==> config.mk <==
export PLATFORM = sky130hd
export DESIGN_NAME = hazard_stall_controller
export DESIGN_NICKNAME = d
export VERILOG_FILES = /design/src/rtl/hazard_stall_controller.sv
export SDC_FILE = /design/constraint.sdc
export NUM_CORES = 1
export LEC_CHECK = 0
export ABC_AREA = 1
export CORE_MARGIN = 2
export CORE_UTILIZATION = 45
export DETAILED_ROUTE_END_ITERATION = 16
export PLACE_DENSITY = 0.74
export SYNTH_ARGS = -nofsm -noshare
export SYNTH_HDL_FRONTEND = slang
export SYNTH_SLANG_ARGS = --single-unit
==> constraint.sdc <==
create_clock -name clk -period 1.9 [get_ports clk]
set_input_delay 0.38 -clock clk [delete_from_list [all_inputs] [get_ports clk]]
set_output_delay 0.38 -clock clk [all_outputs]
set_load 0.05 [all_outputs]
==> src/rtl/hazard_stall_controller.sv <==
// Pipeline hazard controller: load-use and HI/LO (mult/div) interlocks, branch flush,
// and a saturating count of stalled cycles.
module hazard_stall_controller #(
  parameter int MULT_LAT = 4,
  parameter int DIV_LAT  = 32
) (
  input  logic        clk,
  input  logic        reset,
  input  logic        mem_read_IDEX_i,
  input  logic [4:0]  Rt_IDEX_i,
  input  logic [4:0]  Rs_IFID_i,
  input  logic [4:0]  Rt_IFID_i,
  input  logic        branch_taken_i,
  input  logic        md_start_i,
  input  logic        md_is_div_i,
  input  logic        md_use_IFID_i,
  output logic        pc_write_o,
  output logic        ifid_write_o,
  output logic        idex_bubble_o,
  output logic        ifid_flush_o,
  output logic        md_busy_o,
  output logic        md_done_o,
  output logic [15:0] stall_cycles_o
);

  typedef enum logic {RUN, MD_WAIT} state_t;

  localparam logic [5:0] MULT_LOAD = 6'(MULT_LAT - 1);
  localparam logic [5:0] DIV_LOAD  = 6'(DIV_LAT - 1);

  state_t      state, state_nxt;
  logic [5:0]  cnt, cnt_nxt;
  logic [15:0] stall_cnt;
  logic        load_hazard, md_hazard, stall;

  assign load_hazard = mem_read_IDEX_i && (Rt_IDEX_i != 5'd0) &&
                       ((Rt_IDEX_i == Rs_IFID_i) || (Rt_IDEX_i == Rt_IFID_i));
  assign md_hazard   = (state == MD_WAIT) && md_use_IFID_i;

  // Gating with reset keeps the pipeline enables at their idle values while reset is held.
  assign stall         = reset && (load_hazard || md_hazard);
  assign pc_write_o    = !stall;
  assign ifid_write_o  = !stall;
  assign idex_bubble_o = stall;
  assign ifid_flush_o  = reset && branch_taken_i && !stall;

  assign md_busy_o      = (state == MD_WAIT);
  assign stall_cycles_o = stall_cnt;

  always_comb begin
    state_nxt = state;
    cnt_nxt   = cnt;
    md_done_o = 1'b0;
    case (state)
      RUN: begin
        if (md_start_i) begin
          state_nxt = MD_WAIT;
          cnt_nxt   = md_is_div_i ? DIV_LOAD : MULT_LOAD;
        end
      end
      MD_WAIT: begin
        // A new md_start_i here is deliberately ignored; the unit is single-issue.
        if (cnt == 6'd0) begin
          md_done_o = 1'b1;
          state_nxt = RUN;
        end else begin
          cnt_nxt = cnt - 6'd1;
        end
      end
      default: state_nxt = RUN;
    endcase
  end

  always_ff @(posedge clk or negedge reset) begin
    if (!reset) begin
      state     <= RUN;
      cnt       <= 6'd0;
      stall_cnt <= 16'd0;
    end else begin
      state <= state_nxt;
      cnt   <= cnt_nxt;
      if (stall && (stall_cnt != 16'hFFFF))
        stall_cnt <= stall_cnt + 16'd1;
    end
  end

endmodule

* Yosys cells after proc, flatten, opt, wreduce, memory -nomap -nowiden
Cells that the tools add are included.
Storage, ports and cells: latch bits 0, bits in read-only memories 0, flip-flop bits (word level) 23, RAM bits 0, memories 0, logic and storage cells 33, input bits 22, output and inout bits 22
Operators by class: reductions and logical operators 13, add/subtract/negate cells 2, equal/unequal tests 5, bitwise operators 1, magnitude comparators 0, muxes and demuxes 9, shift-type cells 0, $mul 0, div/mod/pow operators 0
Operators by type and width (count):
- adder 16 x 1 -> 16 bit (second input constant) | 1
- inequality test 16 bit (second input constant) | 1
- 2-to-1 mux 6 bit | 2
- case mux 6 bit (2 select lines) | 1
- == test 5 bit | 2
- logical AND 1 bit | 7
- logical NOT 6 bit | 1
- subtractor 6 x 1 -> 6 bit (second input constant) | 1
- 2-to-1 mux 5 bit | 1
- nonzero test 5 bit | 1
- 2-to-1 mux 1 bit | 4
- inequality test 2 bit (second input constant) | 2
- logical OR 1 bit | 2
- case mux 1 bit (2 select lines) | 1
- AND reduction 2 bit | 1
- logical NOT 1 bit | 1
- inverter 1 bit | 1

* Logic depth before layout (Yosys ltp)
Gate-level depths: netlist of run 1.
word-level depth 7, gate-level depth with buffers 12, gate-level depth less buffers 11

* Worst setup path before layout of run 1
Ideal clock, no wire load.
kind reg-to-output, from reg state (netlist: md_busy_o), to out idex_bubble_o, path slack -0.339 ns, arrival time 1.859 ns, cell stages (with the launch flop) 6, cells stage by stage dfrtp_1 nand2_1 nand2_2 buf_4 nand2_1 inv_1
On the way: word-level cells in the longest chain between the ends 3
RTL lines:
- start: declaration | line 31 | state_t state, state_nxt;
- start signal: assignment | line 80 | state <= state_nxt;
- logical AND 1 bit | line 38 | assign md_hazard = (state == MD_WAIT) && md_use_IFID_i;
- logical OR 1 bit | line 41 | assign stall = reset && (load_hazard || md_hazard);
- logical AND 1 bit | line 41
- end: declaration | line 19 | output logic idex_bubble_o,
No other way between the ends.

* Worst setup path in the final report of run 1
from in Rt_IFID_i[4], to out idex_bubble_o
On the way: word-level cells in the longest chain between the ends 5
RTL lines:
- start: declaration | line 12 | input logic [4:0] Rt_IFID_i,
- == test 5 bit | line 37 | ((Rt_IDEX_i == Rs_IFID_i) || (Rt_IDEX_i == Rt_IFID_i));
- logical OR 1 bit | line 37
- logical AND 1 bit | line 36 | assign load_hazard = mem_read_IDEX_i && (Rt_IDEX_i != 5'd0) &&
- logical OR 1 bit | line 41
- logical AND 1 bit | line 41
No other way between the ends.

==> results of run 1 <==
-- stage by stage --
stage | TNS [ns] | setup slack, ns | area (sq um)
CTS | -0.00825 | -0.00825 | 2230
global route | -0.0401 | -0.0401 | 2230
detailed placement | -5.10 | -0.405 | 2150
finish | 0 | 0.0392 | 2230
global placement | -4.51 | -0.377 | 2150
floorplan | -0.0701 | -0.0701 | 1630
-- layout make-up --
type,count,area (sq um),area share
clock buffers,4,26.3,0.0118
inverters,33,128,0.0572
multi-input cells,173,917,0.411
flip-flops and latches,23,577,0.259
well taps,46,57.6,0.0258
repair buffers,59,524,0.235
-- layer usage --
layer  vias up  part of all wire  GRT usage
li1        859                 -          -
met1       710              0.48      0.271
met2        28              0.47      0.315
met3         4             0.035     0.0335
met4         0             0.012     0.0761
met5         -                 0          0
-- state kept, by name, summed over array words and instances, names as in the netlist --
name	count
md_busy_o	1
cnt	6
stall_cycles_o	16
-- cell usage in the layout (no fill, tap or decap), types with 2 or more instances in the layout --
master	netlist	layout
a31oi_1	4	4
buf_12	0	5
buf_4	3	32
clkbuf_2	0	5
clkbuf_4	0	3
clkdlybuf4s15_1	0	3
clkdlybuf4s50_1	0	5
dfrtp_1	23	22
dlygate4sd2_1	0	6
inv_1	31	25
inv_2	2	7
nand2_1	80	78
nand2_2	2	2
nand3_1	12	12
nand4_1	18	18
nor2_1	26	23
nor2_2	2	5
nor2_4	2	2
o21ai_0	4	3
xnor2_1	7	7
xor2_1	8	8
-- how the worst min path moves through the flow --
| stage | to | cells past startpoint | startpoint |
|---|---|---|---|
| after floorplan | cnt[0] | 0 | reset |
| after global placement | stall_cycles_o[10] | 1 | reset |
| after detailed placement | stall_cycles_o[10] | 1 | reset |
| after CTS | stall_cycles_o[4] | 2 | reset |
| after global routing | stall_cycles_o[4] | 2 | reset |
| final | stall_cycles_o[4] | 2 | reset |
-- repair_timing --
action / CTS / global route
gates resized for setup: 33 / 12
setup buffers: 5 / 0
hold buffers: 1 / 0
pin swaps: 12 / 8
hold endpoints to repair: 3 / 0
endpoints found under the setup margin: 5 / 5
-- cells by family (layout without fill, tap and decap cells) --
logic type                 Yosys count  count (layout)  synth area share
xor gates and xnor gates            15              15            0.0809
buffers and inverters               41              96             0.109
DFF                                 23              23             0.354
AOI/OAI and AO/OA                    9               9            0.0308
adders and majority gates            2               2            0.0154
and+or+nand+nor                    147             147             0.410
-- power by group --
group	switching (mW)	internal (mW)
clock	0.154	0.0822
sequential	0.133	0.610
combinational	0.593	0.426
-- worst register-to-register path, delay by kind of cell (launching register included) --
family | cells | cell delay [ns]
AND/OR/NAND/NOR | 4 | 0.46
buffers and inverters | 4 | 0.38
AO/OA/AOI/OAI | 1 | 0.14
flip-flops | 1 | 0.37
adder cells (fa/ha/maj) | 1 | 0.17
==> qor.txt, run 1 <==
Mapped Area -> 1620 sq um
Synth top cells by count -> nand2_1, inv_1, nor2_1, dfrtp_1, nand4_1
count of pins over their slew limit -> 0
Fill cells -> 306
Finished Core Util -> 0.658
R2R depth -> 10
Layout area overhead -> 37.3%
final non-filler cell total -> 338
Initial Util -> 0.479
area share of the largest cell type after synthesis -> 0.354
crit path capture -> idex_bubble_o
Yosys reg bits -> 23
Placed Cells -> 328
crit path time final -> 1.86 ns
CP startpoint kind -> input port
first-pass GRT wire length -> 6490 um
Mean Syn Cell Area -> 6.85 sq um
Post-Syn Nets -> 261
most common cell in the netlist -> nand2_1
slowest cell on the critical path -> dlygate4sd2_1
CP Class -> input port to primary output
CP Max Fanout -> 4
TritonRoute pass-1 iters -> 4
Critical Path End Type -> primary output
cell family with most CP delay -> simple AND/OR/NAND/NOR gates
EDFF count, synth -> 0
outcome -> finished, final reports clean
Syn Inst Count -> 237
CTS max path bufs -> 2
Rel. slew slack -> 0.745
max_cap viols -> 0
Critical R2R Launch -> cnt[1]
largest net degree at the start of global routing -> 36
Die Span Y -> 64.1 um
worst-path cell chain -> dlygate4sd2_1, nand2_1, nand2_1, nor2_2, nand3_1, nand2_1, nand2_2, nand2_4, nand2_8, clkinvlp_4, buf_12
initial antenna violation count -> 0
Leakage -> 1.22 nW
vias -> 1601
Congestion Overflow GR -> 0
drt wl/cell -> 10.7 um
CTS Sinks -> 23
vias per cell -> 4.74
r2r endpoint -> cnt[3]
TritonCTS clock tree -> yes
Rows -> 21
core area -> 3390 sq um
Power per Cell Area -> 896 nW/um^2
Final HPWL DP -> 2750 um
Yosys warning total -> 0
Yosys top cell by area -> dfrtp_1
clk_skew -> 0.00788 ns
Global Route Usage Sum -> 0.199
clock latency on the worst-skew pair -> 0.32 ns
CP peak stage delay -> 0.25 ns
# IOs -> 44
Req. time, crit path -> 1.52 ns
DR DRC count -> 0
Setup Viol. Count Final -> 0
nets@finish -> 317
vias in the first global route -> 1505
Levels on crit path -> 11
R2R Setup Slk -> 0.31 ns
achievable frequency -> 537 MHz
worst-margin pin slew -> 0.381 ns
layout cell share with drive strength beyond 1 -> 0.247
period utilization -> 0.979
Critical Path Most Common Cell -> nand2_1
CTS root buf -> clkbuf_4
die area -> 4110 sq um
H-tree levels -> 1
Yosys cell types -> 24
Hold Path Class -> input port to asynchronous set/reset pin
final hold viol count -> 0
Worst Hold Slack -> 0.292 ns
Detail Route Antenna Nets -> 0
1st-iter DRT viols -> 59
Worst VDD drop -> 738 uV
drt total wl -> 3600 um
Worst EP arrival -> 1.48 ns
Post-synth top flop -> dfrtp_1
RSZ-0062 raised after global routing -> true
asr flop ratio synth -> 1.00
post-synthesis sequential area ratio -> 0.354
PortBufs -> 43
total power draw -> 2.00 mW
crit path launch -> Rt_IFID_i[4]
CTS clk-pin slew, worst paths -> 0.13 ns
TritonCTS Buffers -> 3
Bufs and invs on worst path -> 3
top cells by area, synth -> dfrtp_1, nand2_1, inv_1
Placer Congestion -> 0.902
antenna cells -> 0
Die X -> 64.1 um
Note: power is estimated with default switching activity, not from simulation.
==> run 2: changes to the inputs <==
--- a/config.mk
+++ b/config.mk
@@ -5,11 +5,10 @@
 export SDC_FILE = /design/constraint.sdc
 export NUM_CORES = 1
 export LEC_CHECK = 0
-export ABC_AREA = 1
 export CORE_MARGIN = 2
 export CORE_UTILIZATION = 45
 export DETAILED_ROUTE_END_ITERATION = 16
-export PLACE_DENSITY = 0.74
+export PLACE_DENSITY = 0.78
 export SYNTH_ARGS = -nofsm -noshare
 export SYNTH_HDL_FRONTEND = slang
 export SYNTH_SLANG_ARGS = --single-unit
==> qor.txt, run 2 <==
outcome -> finished with violations (was finished, final reports clean)
failing checks -> setup timing
post-synthesis mux area share -> 0.0337 (was 0)
Critical Path Most Common Cell -> buf_6 (was nand2_1)
post-synthesis sequential area ratio -> 0.430 (was 0.354)
CP startpoint kind -> input port (unchanged)
TritonCTS Buffers -> 3 (unchanged)
Detail Route Antenna Nets -> 0 (unchanged)
Yosys cell types -> 32 (was 24)
drt wl/cell -> 16.3 um (was 10.7 um)
Mean Syn Cell Area -> 9.91 sq um (was 6.85 sq um)
EDFF count, synth -> 0 (unchanged)
period utilization -> 1.14 (was 0.979)
Layout area overhead -> 64.9% (was 37.3%)
Post-Synth Simple-Gate Area -> 0.225 (was 0.410)
Yosys warning total -> 0 (unchanged)
main combinational cell family by area after synthesis -> simple AND/OR/NAND/NOR gates (unchanged)
largest net degree at the start of global routing -> 14 (was 36)
Yosys reg bits -> 23 (unchanged)
clk_skew -> 0.00375 ns (was 0.00788 ns)
XOR/XNOR Fraction of Synth Area -> 0.170 (was 0.0809)
Post-Syn Nets -> 159 (was 261)
Placed Cells -> 222 (was 328)
TritonCTS clock tree -> yes (unchanged)
Initial Util -> 0.481 (was 0.479)
hold path start -> stall_cycles_o[5]
# IOs -> 44 (unchanged)
Critical Path End Type -> primary output (unchanged)
crit path time final -> 2.18 ns (was 1.86 ns)
commonest non-fill, non-tap cell in the layout -> buf_4 (was nand2_1)
setup TNS -> -1.20 ns (was 0 ns)
most common cell in the netlist -> xnor2_1 (was nand2_1)
Die Span Y -> 58.5 um (was 64.1 um)
Global Route Usage Sum -> 0.233 (was 0.199)
CTS max path bufs -> 2 (unchanged)
Rel. slew slack -> 0.668 (was 0.745)
vias -> 1362 (was 1601)
count of pins over their slew limit -> 0 (unchanged)
Placer Congestion -> 0.791 (was 0.902)
Critical R2R Launch -> cnt[1] (unchanged)
H-tree levels -> 1 (unchanged)
CTS clk-pin slew, worst paths -> 0.11 ns (was 0.13 ns)
most frequent cells in the layout -> buf_4, xnor2_1, dfrtp_1, nand2_1, dlygate4sd2_1 (was nand2_1, buf_4, inv_1, nor2_1, dfrtp_1)
core area -> 2780 sq um (was 3390 sq um)
Post-synth top flop -> dfrtp_1 (unchanged)
final hold viol count -> 0 (unchanged)
area share of the largest cell type after synthesis -> 0.430 (was 0.354)
layout cell share with drive strength beyond 1 -> 0.436 (was 0.247)
Final HPWL DP -> 2560 um (was 2750 um)
Yosys top cell by area -> dfrtp_1 (unchanged)
worst-path cell chain -> buf_6, or4_4, o21a_1, buf_6, a21oi_4, and3_4, buf_12 (was dlygate4sd2_1, nand2_1, nand2_1, nor2_2, nand3_1, nand2_1, nand2_2, nand2_4, nand2_8, clkinvlp_4, buf_12)
Syn Inst Count -> 135 (was 237)
die area -> 3420 sq um (was 4110 sq um)
Rows -> 19 (was 21)
Setup Viol. Count Final -> 7 (was 0)
CTS Sinks -> 23 (unchanged)
final non-filler cell total -> 242 (was 338)
max FFs per register -> 16 (unchanged)
Leakage -> 1.00 nW (was 1.22 nW)
asr flop ratio synth -> 1.00 (unchanged)
CTS Hold Buffers Added -> 0 (was 1)
Congestion Overflow GR -> 0 (unchanged)
crit path launch -> Rt_IDEX_i[3] (was Rt_IFID_i[4])
drt total wl -> 3950 um (was 3600 um)
Mapped Area -> 1340 sq um (was 1620 sq um)
nets@finish -> 236 (was 317)
vias per cell -> 5.63 (was 4.74)
Worst VDD drop -> 996 uV (was 738 uV)
worst setup margin -> -0.275 ns (was 0.0392 ns)
CP peak stage delay -> 0.51 ns (was 0.25 ns)
Power per Cell Area -> 1030 nW/um^2 (was 896 nW/um^2)
first-pass GRT wire length -> 6060 um (was 6490 um)
Die X -> 58.5 um (was 64.1 um)
top cells by area, synth -> dfrtp_1, xnor2_1, nand4_1 (was dfrtp_1, nand2_1, inv_1)
1st-iter DRT viols -> 47 (was 59)
RSZ-0062 raised after global routing -> true (unchanged)
CTS root buf -> clkbuf_4 (unchanged)
Hold Path Class -> flip-flop to flip-flop (was input port to asynchronous set/reset pin)
PortBufs -> 43 (unchanged)
Adder-Cell Fraction of Synth Area -> 0.0187 (was 0.0154)
DR DRC count -> 0 (unchanged)
Finished Core Util -> 0.793 (was 0.658)
max_cap viols -> 0 (unchanged)
clock latency on the worst-skew pair -> 0.30 ns (was 0.32 ns)
total power draw -> 2.26 mW (was 2.00 mW)
Synth top cells by count -> xnor2_1, dfrtp_1, nand2_1, nand3_1, nand4_1 (was nand2_1, inv_1, nor2_1, dfrtp_1, nand4_1)
CP Class -> input port to primary output (unchanged)
worst-margin pin slew -> 0.497 ns (was 0.381 ns)
achievable frequency -> 460 MHz (was 537 MHz)
TritonRoute pass-1 iters -> 4 (unchanged)
post-synthesis compound-gate area fraction -> 0.0907 (was 0.0308)
Req. time, crit path -> 1.52 ns (about the same)
CP Max Fanout -> 2 (was 4)
antenna cells -> 0 (unchanged)
vias in the first global route -> 1288 (was 1505)
slowest cell on the critical path -> or4_4 (was dlygate4sd2_1)
initial antenna violation count -> 0 (unchanged)
Worst EP arrival -> 1.80 ns (was 1.48 ns)
-- run 2: cell types whose count changed after synthesis, sizes merged, moves of 6 or more --
| cell | change |
|---|---|
| xnor2 | +17 |
| nand2 | -69 |
| nand4 | -11 |
| nor2 | -23 |
| xor2 | -6 |
| inv | -29 |
-- run 2: routing by layer --
layer / share of wire / wire, um / track usage / up-vias
li1: - / - / - / 627
met1: 0.39 / 1560 / 0.311 / 659
met2: 0.49 / 1920 / 0.387 / 72
met3: 0.10 / 406 / 0.0396 / 4
met4: 0.016 / 64 / 0.0764 / 0
met5: 0 / 0 / 0 / -
-- run 2: kinds of logic after synthesis --
logic type / Yosys count
compound gates: 15
xor+xnor: 26
fa+ha+maj: 2
buf+inv: 8
flops: 23
mux: 4
simple gates: 57
-- run 2: area by class of cell --
cell class / count / area, sq um
clock buffer: 3 / 22.5
clock inverter: 1 / 5.00
fill: 160 / 576
inverter: 4 / 22.5
multi-input combinational: 105 / 851
sequential: 23 / 582
tap: 31 / 38.8
timing repair buffer: 75 / 684
-- run 2: where the power goes --
| group | internal, mW | total [mW] | switching (mW) |
|---|---|---|---|
| Sequential | 0.626 | 0.778 | 0.151 |
| Clock | 0.0785 | 0.216 | 0.137 |
| Combinational | 0.605 | 1.27 | 0.665 |
-- run 2: final timing paths --
path / to / slack (ns) / depth (start not counted)
max in group asynchronous: cnt[0] / 1.09 / 3
min in group asynchronous: stall_cycles_o[15] / 0.59 / 2
max reg2reg: cnt[5] / 0.08 / 9
min reg2reg: stall_cycles_o[5] / 0.49 / 1
max: ifid_flush_o / -0.28 / 7
min: stall_cycles_o[5] / 0.49 / 1
-- run 2: what timing repair did --
item | in CTS | in global routing
pin swaps | 17 | 15
gates resized for setup | 36 | 15
buffers inserted | 9 | 7
setup endpoints to repair | 20 | 22
cloned | 1 | 0
-- run 2: per-stage QoR --
| step | hold WS [ns] | area, sq um | setup WS, ns |
|---|---|---|---|
| global route | 0.511 | 2210 | -0.317 |
| detailed placement | 0.480 | 1960 | -0.663 |
| floorplan | 0.0844 | 1390 | -0.371 |
| finish | 0.494 | 2210 | -0.275 |
| CTS | 0.497 | 2100 | -0.308 |
| global placement | 0.463 | 1960 | -0.635 |
-- run 2: worst max-delay path: cells and delay by family --
family | cells | cell delay (ns)
compound gates | 2 | 0.35
simple gates | 2 | 0.72
buf+inv | 3 | 0.35
